<file path="src/rtl/instr_line_fetch_if.sv">
// Core-side OBI-style instruction fetch bus for instr_line_fetch.
// The core drives the request side (master); the fetch adapter responds (slave).
interface instr_line_fetch_if #(
   parameter int ADDR_WIDTH = 16
);
   logic                  instr_req_i;
   logic [ADDR_WIDTH-1:0] instr_addr_i;
   logic                  instr_gnt_o;
   logic                  instr_rvalid_o;
   logic [31:0]           instr_rdata_o;

   modport master (
      output instr_req_i, instr_addr_i,
      input  instr_gnt_o, instr_rvalid_o, instr_rdata_o
   );

   modport slave (
      input  instr_req_i, instr_addr_i,
      output instr_gnt_o, instr_rvalid_o, instr_rdata_o
   );
endinterface

</file>
<file path="src/rtl/instr_line_fetch.sv">
// Single-line instruction fetch buffer in front of the 128-bit RAM port A.
// Optional hit/miss counters are enabled by defining INSTR_LINE_FETCH_STATS_EN.
//
// state | meaning
// IDLE  | serve hits from the held line; on a miss issue one aligned line read
// FILL  | RAM data valid this cycle; capture line and tag, then return to IDLE
module instr_line_fetch #(
   parameter int ADDR_WIDTH = 16,
   parameter int LINE_WIDTH = 128
) (
   input  logic                  clk_i,
   input  logic                  rst_i,
   instr_line_fetch_if.slave     bus,
   input  logic                  flush_i,
   output logic                  ram_en_o,
   output logic [ADDR_WIDTH-1:0] ram_addr_o,
   input  logic [LINE_WIDTH-1:0] ram_rdata_i,
   output logic [31:0]           hit_cnt_o,
   output logic [31:0]           miss_cnt_o
);

   if (LINE_WIDTH != 128) begin : g_bad_line_width
      $error("instr_line_fetch: LINE_WIDTH must be 128");
   end

   typedef enum logic {IDLE, FILL} state_t;

   state_t                state_q, state_d;
   logic [127:0]          line_q;
   logic [ADDR_WIDTH-5:0] tag_q;
   logic [ADDR_WIDTH-5:0] fill_tag_q;
   logic                  valid_q;
   logic                  rvalid_q;
   logic [31:0]           rdata_q;

   logic [ADDR_WIDTH-5:0] tag;
   logic [1:0]            word_sel;
   logic                  hit;
   logic                  gnt;
   logic                  ram_en;

   assign tag      = bus.instr_addr_i[ADDR_WIDTH-1:4];
   assign word_sel = bus.instr_addr_i[3:2];
   // A flush in the same cycle must not be served from the line it invalidates.
   assign hit      = valid_q && (tag_q == tag) && !flush_i;

   always_comb begin
      state_d = state_q;
      gnt     = 1'b0;
      ram_en  = 1'b0;
      if (!rst_i) begin
         case (state_q)
            IDLE: begin
               if (bus.instr_req_i) begin
                  if (hit) begin
                     gnt = 1'b1;
                  end else begin
                     ram_en  = 1'b1;
                     state_d = FILL;
                  end
               end
            end
            FILL:    state_d = IDLE;
            default: state_d = IDLE;
         endcase
      end
   end

   always_ff @(posedge clk_i) begin
      if (rst_i) begin
         state_q    <= IDLE;
         line_q     <= '0;
         tag_q      <= '0;
         fill_tag_q <= '0;
         valid_q    <= 1'b0;
         rvalid_q   <= 1'b0;
         rdata_q    <= '0;
      end else begin
         state_q  <= state_d;
         rvalid_q <= gnt;
         if (gnt) begin
            rdata_q <= line_q[{word_sel, 5'b0} +: 32];
         end
         if (ram_en) begin
            fill_tag_q <= tag;
         end
         if (state_q == FILL) begin
            line_q  <= ram_rdata_i[127:0];
            tag_q   <= fill_tag_q;
            valid_q <= !flush_i;
         end else if (flush_i) begin
            valid_q <= 1'b0;
         end
      end
   end

   assign bus.instr_gnt_o    = gnt;
   assign bus.instr_rvalid_o = rvalid_q;
   assign bus.instr_rdata_o  = rdata_q;
   assign ram_en_o           = ram_en;
   assign ram_addr_o         = ram_en ? {tag, 4'b0000} : '0;

`ifdef INSTR_LINE_FETCH_STATS_EN
   logic [31:0] hit_cnt_q;
   logic [31:0] miss_cnt_q;

   always_ff @(posedge clk_i) begin
      if (rst_i) begin
         hit_cnt_q  <= '0;
         miss_cnt_q <= '0;
      end else begin
         if (gnt)    hit_cnt_q  <= hit_cnt_q + 32'd1;
         if (ram_en) miss_cnt_q <= miss_cnt_q + 32'd1;
      end
   end

   assign hit_cnt_o  = hit_cnt_q;
   assign miss_cnt_o = miss_cnt_q;
`else
   assign hit_cnt_o  = '0;
   assign miss_cnt_o = '0;
`endif

endmodule

</file>
<file path="src/flat_wrapper.sv">
// flat-port wrapper written by rule: the top's interface ports become plain ports
module instr_line_fetch_flat 
#(
   parameter int ADDR_WIDTH = 16,
   parameter int LINE_WIDTH = 128
)
  (clk_i, rst_i, flush_i, ram_en_o, ram_addr_o, ram_rdata_i, hit_cnt_o, miss_cnt_o, bus_instr_req_i, bus_instr_addr_i, bus_instr_gnt_o, bus_instr_rvalid_o, bus_instr_rdata_o);
  instr_line_fetch_if #(.ADDR_WIDTH(ADDR_WIDTH)) bus_i ();
  input  logic clk_i;
  input  logic rst_i;
  input  logic flush_i;
  output logic ram_en_o;
  output logic [ADDR_WIDTH-1:0] ram_addr_o;
  input  logic [LINE_WIDTH-1:0] ram_rdata_i;
  output logic [31:0] hit_cnt_o;
  output logic [31:0] miss_cnt_o;
  input wire logic [$bits(bus_i.instr_req_i)-1:0] bus_instr_req_i;
  input wire logic [$bits(bus_i.instr_addr_i)-1:0] bus_instr_addr_i;
  output wire logic [$bits(bus_i.instr_gnt_o)-1:0] bus_instr_gnt_o;
  output wire logic [$bits(bus_i.instr_rvalid_o)-1:0] bus_instr_rvalid_o;
  output wire logic [$bits(bus_i.instr_rdata_o)-1:0] bus_instr_rdata_o;
  assign bus_i.instr_req_i = bus_instr_req_i;
  assign bus_i.instr_addr_i = bus_instr_addr_i;
  assign bus_instr_gnt_o = bus_i.instr_gnt_o;
  assign bus_instr_rvalid_o = bus_i.instr_rvalid_o;
  assign bus_instr_rdata_o = bus_i.instr_rdata_o;
  instr_line_fetch #(.ADDR_WIDTH(ADDR_WIDTH), .LINE_WIDTH(LINE_WIDTH)) u_core (.clk_i(clk_i), .rst_i(rst_i), .bus(bus_i), .flush_i(flush_i), .ram_en_o(ram_en_o), .ram_addr_o(ram_addr_o), .ram_rdata_i(ram_rdata_i), .hit_cnt_o(hit_cnt_o), .miss_cnt_o(miss_cnt_o));
endmodule
</file>
<file path="config.mk">
export PLATFORM = sky130hd
export DESIGN_NAME = instr_line_fetch_flat
export DESIGN_NICKNAME = d
export VERILOG_FILES = /design/src/rtl/instr_line_fetch_if.sv /design/src/rtl/instr_line_fetch.sv /design/src/flat_wrapper.sv
export SDC_FILE = /design/constraint.sdc
export NUM_CORES = 1
export LEC_CHECK = 0
export BUFFER_PORTS_ARGS = -buffer_cell sky130_fd_sc_hd__buf_2
export CAP_MARGIN = 40
export CORE_UTILIZATION = 35
export DETAILED_ROUTE_END_ITERATION = 7
export PLACE_DENSITY = 0.66
export SYNTH_ARGS = -nofsm -noshare
export SYNTH_HDL_FRONTEND = slang
export SYNTH_SLANG_ARGS = --single-unit
</file>
<file path="constraint.sdc">
create_clock -name clk_i -period 1.8 [get_ports clk_i]
set_input_delay 0.36 -clock clk_i [delete_from_list [all_inputs] [get_ports clk_i]]
set_output_delay 0.36 -clock clk_i [all_outputs]
set_load 0.01 [all_outputs]
</file>
==> summary.txt, run 1 <==
Floorplanning
  • Site Rows: 55
  • IO Pins: 263
  • Die Y: 154.5 µm
  • Die Area: 23,870 µm²
  • Chip Width: 154.5 µm
  • Starting Density: 35.85%
  • Core area: 22,710 µm²

STA
  • Final setup fails: 58
  • Worst Skew: 0.01220 ns
  • Final Hold Fails: 0
  • TNS Setup: -14.07 ns
  • Max-slew headroom: 36.17%
  • Max-slew violation count: 0
  • RSZ-0062 raised after global routing: true
  • Fmax: 421.7 MHz
  • Tmin final: 2.372 ns
  • Final Cycle Share: 131.8%
  • Final worst slack: -0.5716 ns
  • Slew @ Worst Pin: 0.9575 ns

Setup path
  • Slowest CP cell: nor4_2
  • Arrival @ worst endpoint: 2.01 ns
  • Crit path max-delay family: simple AND/OR/NAND/NOR gates
  • CP max FO: 7
  • Reg-to-reg slack, setup: -0.24 ns
  • Setup CP Type: flip-flop to output pin
  • FF-to-FF path depth: 10
  • Crit path launch type: flip-flop
  • Critical Path RT: 1.44 ns
  • Crit path largest cell delay: 0.36 ns
  • FF-to-FF Start: u_core.tag_q[2]
  • WP buf/inv: 3
  • CP cell instances: xor2_1, nor4_2, nand4_2, buf_6, buf_6, and3_4, buf_6
  • Most frequent CP cell: buf_6
  • CP Capture Type: output pin
  • Reg-to-Reg End: u_core.bus.instr_rdata_o[16]

Routing
  • DRT Wirelength: 20,600 µm
  • Routed length per instance: 16.02 µm
  • TritonRoute pass-1 iters: 4
  • Final ANT Viol Nets: 0
  • Drt initial violations: 261
  • DR DRC count: 0
  • Vias per inst: 4.703
  • DR vias: 6,048

Final layout
  • Area grow syn2layout: 31.66%
  • Fin util: 47.20%
  • Final-stage net count: 1,136
  • Layout cells sized above 1: 38.76%
  • Diodes inserted: 0

CTS
  • CTS sink count: 187
  • CTS tree: done
  • Clock Path Buffers: 2
  • CTS Buf Count: 17
  • H-Tree Depth: 4
  • Worst skew pair latency: 0.43 ns
  • Clock transition at the registers of the reported paths: 0.08 ns
  • Root Buffer: clkbuf_16

Synthesis
  • Average instance area after synthesis: 10.34 µm²
  • Netlist Area Pre-Place: 8140 µm²
  • Post-Synthesis Cells: 787
  • Most common cell in the synthesized netlist: dfxtp_1
  • Post-synth ARST share: 0%
  • EDFF count, synth: 0
  • Synth Register Bits: 187
  • Sequential-to-total area share from yosys stat: 45.99%
  • Synth top area share: 45.99%
  • Post-synth top cells: dfxtp_1, nor2_1, mux2i_1
  • Primary FF master, synth: dfxtp_1
  • Post-synthesis cell type count: 26
  • Cell taking the most area after synthesis: dfxtp_1
  • Synth area leaders: dfxtp_1, mux2i_1, mux4_2
  • Yosys Warn Count: 0

Status
  • Outcome: finished with violations
  • Violated checks: setup timing

Power and ir drop
  • Cell leakage power: 4.401 nW
  • Power per Cell Area: 842.3 nW/µm²
  • Worst VDD drop: 0.4522 mV

Global routing
  • Initial antenna violation count: 0
  • Largest net degree at the start of global routing: 186
  • First-pass GRT wire length: 30,580 µm
  • Gr ovfl total: 0
  • Vias in the first global route: 5,664
  • GRT Util Overall: 16.47%

Worst hold path
  • Tightest Hold Check Type: input pin to flip-flop
  • Hold Crit Start: ram_rdata_i[73]
  • Hold Path Stages: 3
  • Hold Path End: u_core.line_q[73]

Place
  • Placer Congestion: 0.7308
  • Port Buffers: 192
  • Post-DP HPWL: 13,090 µm

Job
  • Max-cap violations: 0
how the worst max path moves through the flow:
stage,from,endpoint,cells past startpoint
after floorplan,bus_instr_addr_i[6],bus_instr_gnt_o,5
after CTS,u_core.tag_q[3],ram_addr_o[14],7
after detailed placement,bus_instr_addr_i[13],ram_addr_o[8],7
after global placement,bus_instr_addr_i[13],ram_addr_o[5],7
after global routing,u_core.tag_q[2],ram_addr_o[11],7
final,u_core.tag_q[2],ram_addr_o[9],7
power by group:
group | switching, mW | total, mW | internal [mW]
clock network | 1.76 | 3.62 | 1.86
registers | 0.0841 | 4.38 | 4.30
logic | 0.534 | 1.03 | 0.493
total | 2.38 | 9.03 | 6.65
tightest hold or removal path, cell delays in order:
cell,delay (ns)
buf_2,0.08
mux2i_1,0.05
nor2_1,0.07
cells in the final DEF (no fill, tap or decap), types with 3 or more instances in the layout:
| cell type | instances |
|---|---|
| o21bai_1 | 12 |
| nor2_4 | 3 |
| buf_6 | 32 |
| buf_8 | 3 |
| xor2_1 | 10 |
| conb_1 | 68 |
| buf_4 | 12 |
| a21oi_1 | 16 |
| nand2b_1 | 12 |
| o21ai_2 | 15 |
| nand3_4 | 11 |
| nand3_1 | 12 |
| dfxtp_1 | 183 |
| mux4_2 | 32 |
| clkbuf_16 | 21 |
| inv_6 | 5 |
| a21oi_2 | 16 |
| nor2_1 | 142 |
| dfxtp_2 | 3 |
| o21ai_1 | 14 |
| buf_2 | 177 |
| buf_12 | 15 |
| nand3_2 | 9 |
| and3_4 | 12 |
| mux2i_1 | 140 |
final cells by class:
class	instances	area, µm²
fill	2092	11990
sequential	187	3751
timing repair buffer	243	1782
clock buffer	18	439.2
multi-input combinational	539	4264
tap	285	356.6
clock inverter	14	125.1
metrics by stage:
stage | area [µm²] | std cells | setup slack, ns | power, mW | hold slack, ns
2_1_floorplan | 8393 | 854 | 0.01569 | 5.191 | 0.4368
3_3_place_gp | 9256 | 1230 | -0.2452 | 5.413 | 0.4545
6_report | 10720 | 1286 | -0.5716 | 9.028 | 0.1634
5_1_grt | 10720 | 1286 | -0.6564 | 9.394 | 0.1472
4_1_cts | 10100 | 1272 | -0.5706 | 9.072 | 0.1434
3_5_place_dp | 9256 | 1230 | -0.2811 | 5.429 | 0.4619
sequential cells by signal, indices dropped and copies added, names as in the netlist:
register and flops:
u_core.bus.instr_rdata_o 32, u_core.tag_q 12, u_core.state_q 1, u_core.fill_tag_q 12
u_core.line_q 128, u_core.valid_q 1, u_core.bus.instr_rvalid_o 1
timing repair:
action                                  4_1_cts  5_1_grt
pin swaps                                    16       28
cloned                                        1        4
hold buffers                                  0        0
buffers inserted                              9       18
gates resized for setup                      52       96
endpoints found under the setup margin       42       60
metal layers:
layer	up-vias	GRT usage (%)	routed length [µm]
met3	11	5.548	1237
li1	2987	-	-
met2	163	26.44	9725
met5	-	0	0
met4	0	3.725	148
met1	2887	21.36	9485
cell families after synthesis:
family	count (synthesis)	share of synthesized area, %
AO/OA/AOI/OAI	76	5.041
other	1	0.04607
flip-flops	187	45.99
multiplexers	172	26.07
AND/OR/NAND/NOR	211	11.82
buffers and inverters	128	9.745
XOR/XNOR	12	1.291
Note: power is estimated with default switching activity, not from simulation.
==> run 2: changes to the inputs <==
==> constraint.sdc (replaced) <==
create_clock -name clk_i -period 1.8 [get_ports clk_i]
set_input_delay 0 -clock clk_i [delete_from_list [all_inputs] [get_ports clk_i]]
set_output_delay 0 -clock clk_i [all_outputs]
set_load 0.01 [all_outputs]
==> summary.txt, run 2 (synthesized netlist as in run 1, its figures left out) <==
Final layout
  • Fin util: 51.92% (was 47.20%)
  • Reg with most FFs: u_core.line_q (unchanged)
  • Commonest non-fill, non-tap cell in the layout: dfxtp_1 (unchanged)
  • Max reg flops: 128 (unchanged)
  • Layout cells sized above 1: 31.50% (was 38.76%)
  • Final Cell Area: 11,790 µm² (was 10,720 µm²)
  • Area grow syn2layout: 44.85% (was 31.66%)
  • Commonest non-fill, non-tap cells in the layout: dfxtp_1, buf_2, nor2_1, mux2i_1, dlygate4sd3_1 (was dfxtp_1, buf_2, nor2_1, mux2i_1, conb_1)
  • Final-stage net count: 1,262 (was 1,136)

Floorplanning
  • Die Area: 23,870 µm² (unchanged)
  • Core area: 22,710 µm² (unchanged)
  • IO Pins: 263 (unchanged)
  • Die Y: 154.5 µm (unchanged)
  • Site Rows: 55 (unchanged)
  • Chip Width: 154.5 µm (unchanged)
  • Starting Density: 35.85% (unchanged)

Place
  • Area of placed instances: 9134 µm² (was 9256 µm²)
  • Post-DP HPWL: 12,860 µm (was 13,090 µm)
  • Port Buffers: 192 (unchanged)
  • Placer Congestion: 0.7403 (was 0.7308)
  • Placement Setup Slack: -0.001361 ns (was -0.2811 ns)

CTS
  • Clock Path Buffers: 2 (unchanged)
  • Root Buffer: clkbuf_16 (unchanged)
  • Clock transition at the registers of the reported paths: 0.07 ns (was 0.08 ns)
  • H-Tree Depth: 4 (unchanged)
  • CTS tree: done (unchanged)
  • CTS sink count: 187 (unchanged)
  • Worst skew pair latency: 0.43 ns (about the same)
  • CTS Buf Count: 17 (unchanged)

STA
  • Final setup fails: 55 (was 58)
  • RSZ-0062 raised after global routing: true (unchanged)
  • Final worst slack: -0.3173 ns (was -0.5716 ns)
  • Tmin final: 2.117 ns (was 2.372 ns)
  • Fmax: 472.3 MHz (was 421.7 MHz)
  • Worst Skew: 0.01253 ns (was 0.01220 ns)
  • Slew @ Worst Pin: 0.8544 ns (was 0.9575 ns)
  • Final Hold Fails: 0 (unchanged)
  • Final Cycle Share: 117.6% (was 131.8%)
  • Hold Worst Slack: 0.03045 ns (was 0.1634 ns)
  • Max-slew headroom: 43.04% (was 36.17%)
  • Max-slew violation count: 0 (unchanged)

Routing
  • WL met2: 10,750 µm (was 9725 µm)
  • DRT Wirelength: 22,780 µm (was 20,600 µm)
  • TritonRoute pass-1 iters: 5 (was 4)
  • DR DRC count: 0 (unchanged)
  • Drt initial violations: 306 (was 261)
  • Met3 WL: 1291 µm (was 1237 µm)
  • DR vias: 6,599 (was 6,048)
  • Top layer in use: met4 (unchanged)
  • Routed length per instance: 16.12 µm (was 16.02 µm)
  • Wl on met1: 10,420 µm (was 9485 µm)
  • Final ANT Viol Nets: 0 (unchanged)
  • Vias per inst: 4.670 (was 4.703)

Setup path
  • CP Launch Point: u_core.tag_q[3] (was u_core.tag_q[2])
  • Crit path launch type: flip-flop (unchanged)
  • CP Capture Type: output pin (unchanged)
  • Setup CP Type: flip-flop to output pin (unchanged)
  • CP max FO: 7 (unchanged)
  • Reg-to-reg slack, setup: -0.24 ns (about the same)
  • FF-to-FF Start: u_core.tag_q[3] (was u_core.tag_q[2])
  • Critical Path RT: 1.80 ns (was 1.44 ns)
  • Arrival @ worst endpoint: 2.12 ns (was 2.01 ns)

Global routing
  • Gr ovfl total: 0 (unchanged)
  • Largest net degree at the start of global routing: 186 (unchanged)
  • Initial antenna violation count: 1 (was 0)
  • First-pass GRT wire length: 34,470 µm (was 30,580 µm)
  • GRT Util Overall: 18.49% (was 16.47%)
  • Vias in the first global route: 6,508 (was 5,664)

Worst hold path
  • Hold Crit Start: rst_i (was ram_rdata_i[73])
  • Tightest Hold Check Type: input pin to flip-flop (unchanged)

Power and ir drop
  • Cell leakage power: 4.900 nW (was 4.401 nW)
  • Sw frac: 26.52% (was 26.33%)
  • Clk pwr share: 40.6% (was 40.1%)
  • Gate power share: 13.1% (was 11.4%)
  • Seq pwr share: 46.2% (was 48.6%)
  • Power per Cell Area: 804.3 nW/µm² (was 842.3 nW/µm²)
  • Internal power: 6.968 mW (was 6.651 mW)
  • Tot Pwr: 9.483 mW (was 9.028 mW)
  • P_sw: 2.515 mW (was 2.377 mW)
  • Worst VDD drop: 0.6410 mV (was 0.4522 mV)

Status
  • Outcome: finished with violations (unchanged)
  • Violated checks: setup timing (unchanged)

Job
  • Max-cap violations: 0 (unchanged)
==> run 2: layout make-up <==
class	count	area, µm²
clock buffer	17	425.4
multi-input combinational	539	4110
sequential	187	3752
tap	285	356.6
clock inverter	15	175.2
antenna	1	2.502
fill	1976	10920
timing repair buffer	369	2969
==> run 2: metal layers <==
| metal | global-route usage [%] | vias to the layer above |
|---|---|---|
| li1 | - | 3242 |
| met1 | 23.97 | 3133 |
| met2 | 29.69 | 197 |
| met3 | 5.576 | 27 |
| met4 | 5.281 | 0 |
| met5 | 0 | - |
==> run 2: final timing paths <==
| path | endpoint | cells after the start |
|---|---|---|
| hold reg to reg | u_core.bus.instr_rdata_o[8] | 2 |
| setup / recovery | ram_addr_o[14] | 7 |
| setup reg to reg | u_core.bus.instr_rdata_o[13] | 9 |
| hold / removal | u_core.fill_tag_q[5] | 5 |
==> run 2: critical path: stages (launching register included) <==
cell     delay, ns
dfxtp_2       0.33
xor2_1        0.18
nor4_2        0.39
buf_4         0.19
nand4_4       0.13
buf_12        0.18
and3_4        0.15
buf_6         0.12
==> run 2: what timing repair did <==
action / in CTS / in global routing
resized for setup: 48 / 52
hold endpoints to repair: 140 / 0
endpoints found under the setup margin: 18 / 51
hold buffers: 140 / 0
gates cloned: 1 / 4
setup buffers: 8 / 8
pin swaps: 16 / 10
==> run 2: power by group through the flow <==
stage / registers [mW] / logic [mW] / clock network, mW
2_1_floorplan: 4.45 / 0.743 / 0
6_report: 4.38 / 1.25 / 3.85
5_1_grt: 4.40 / 1.35 / 4.15
3_5_place_dp: 4.48 / 0.931 / 0
3_3_place_gp: 4.47 / 0.922 / 0
4_1_cts: 4.38 / 1.20 / 3.96
==> run 2: per-stage QoR <==
| stage | TNS [ns] | instances |
|---|---|---|
| floorplan | 0 | 854 |
| global placement | -0.6497 | 1219 |
| detailed placement | -0.001856 | 1220 |
| CTS | -5.269 | 1400 |
| global route | -15.63 | 1413 |
| finish | -10.89 | 1413 |
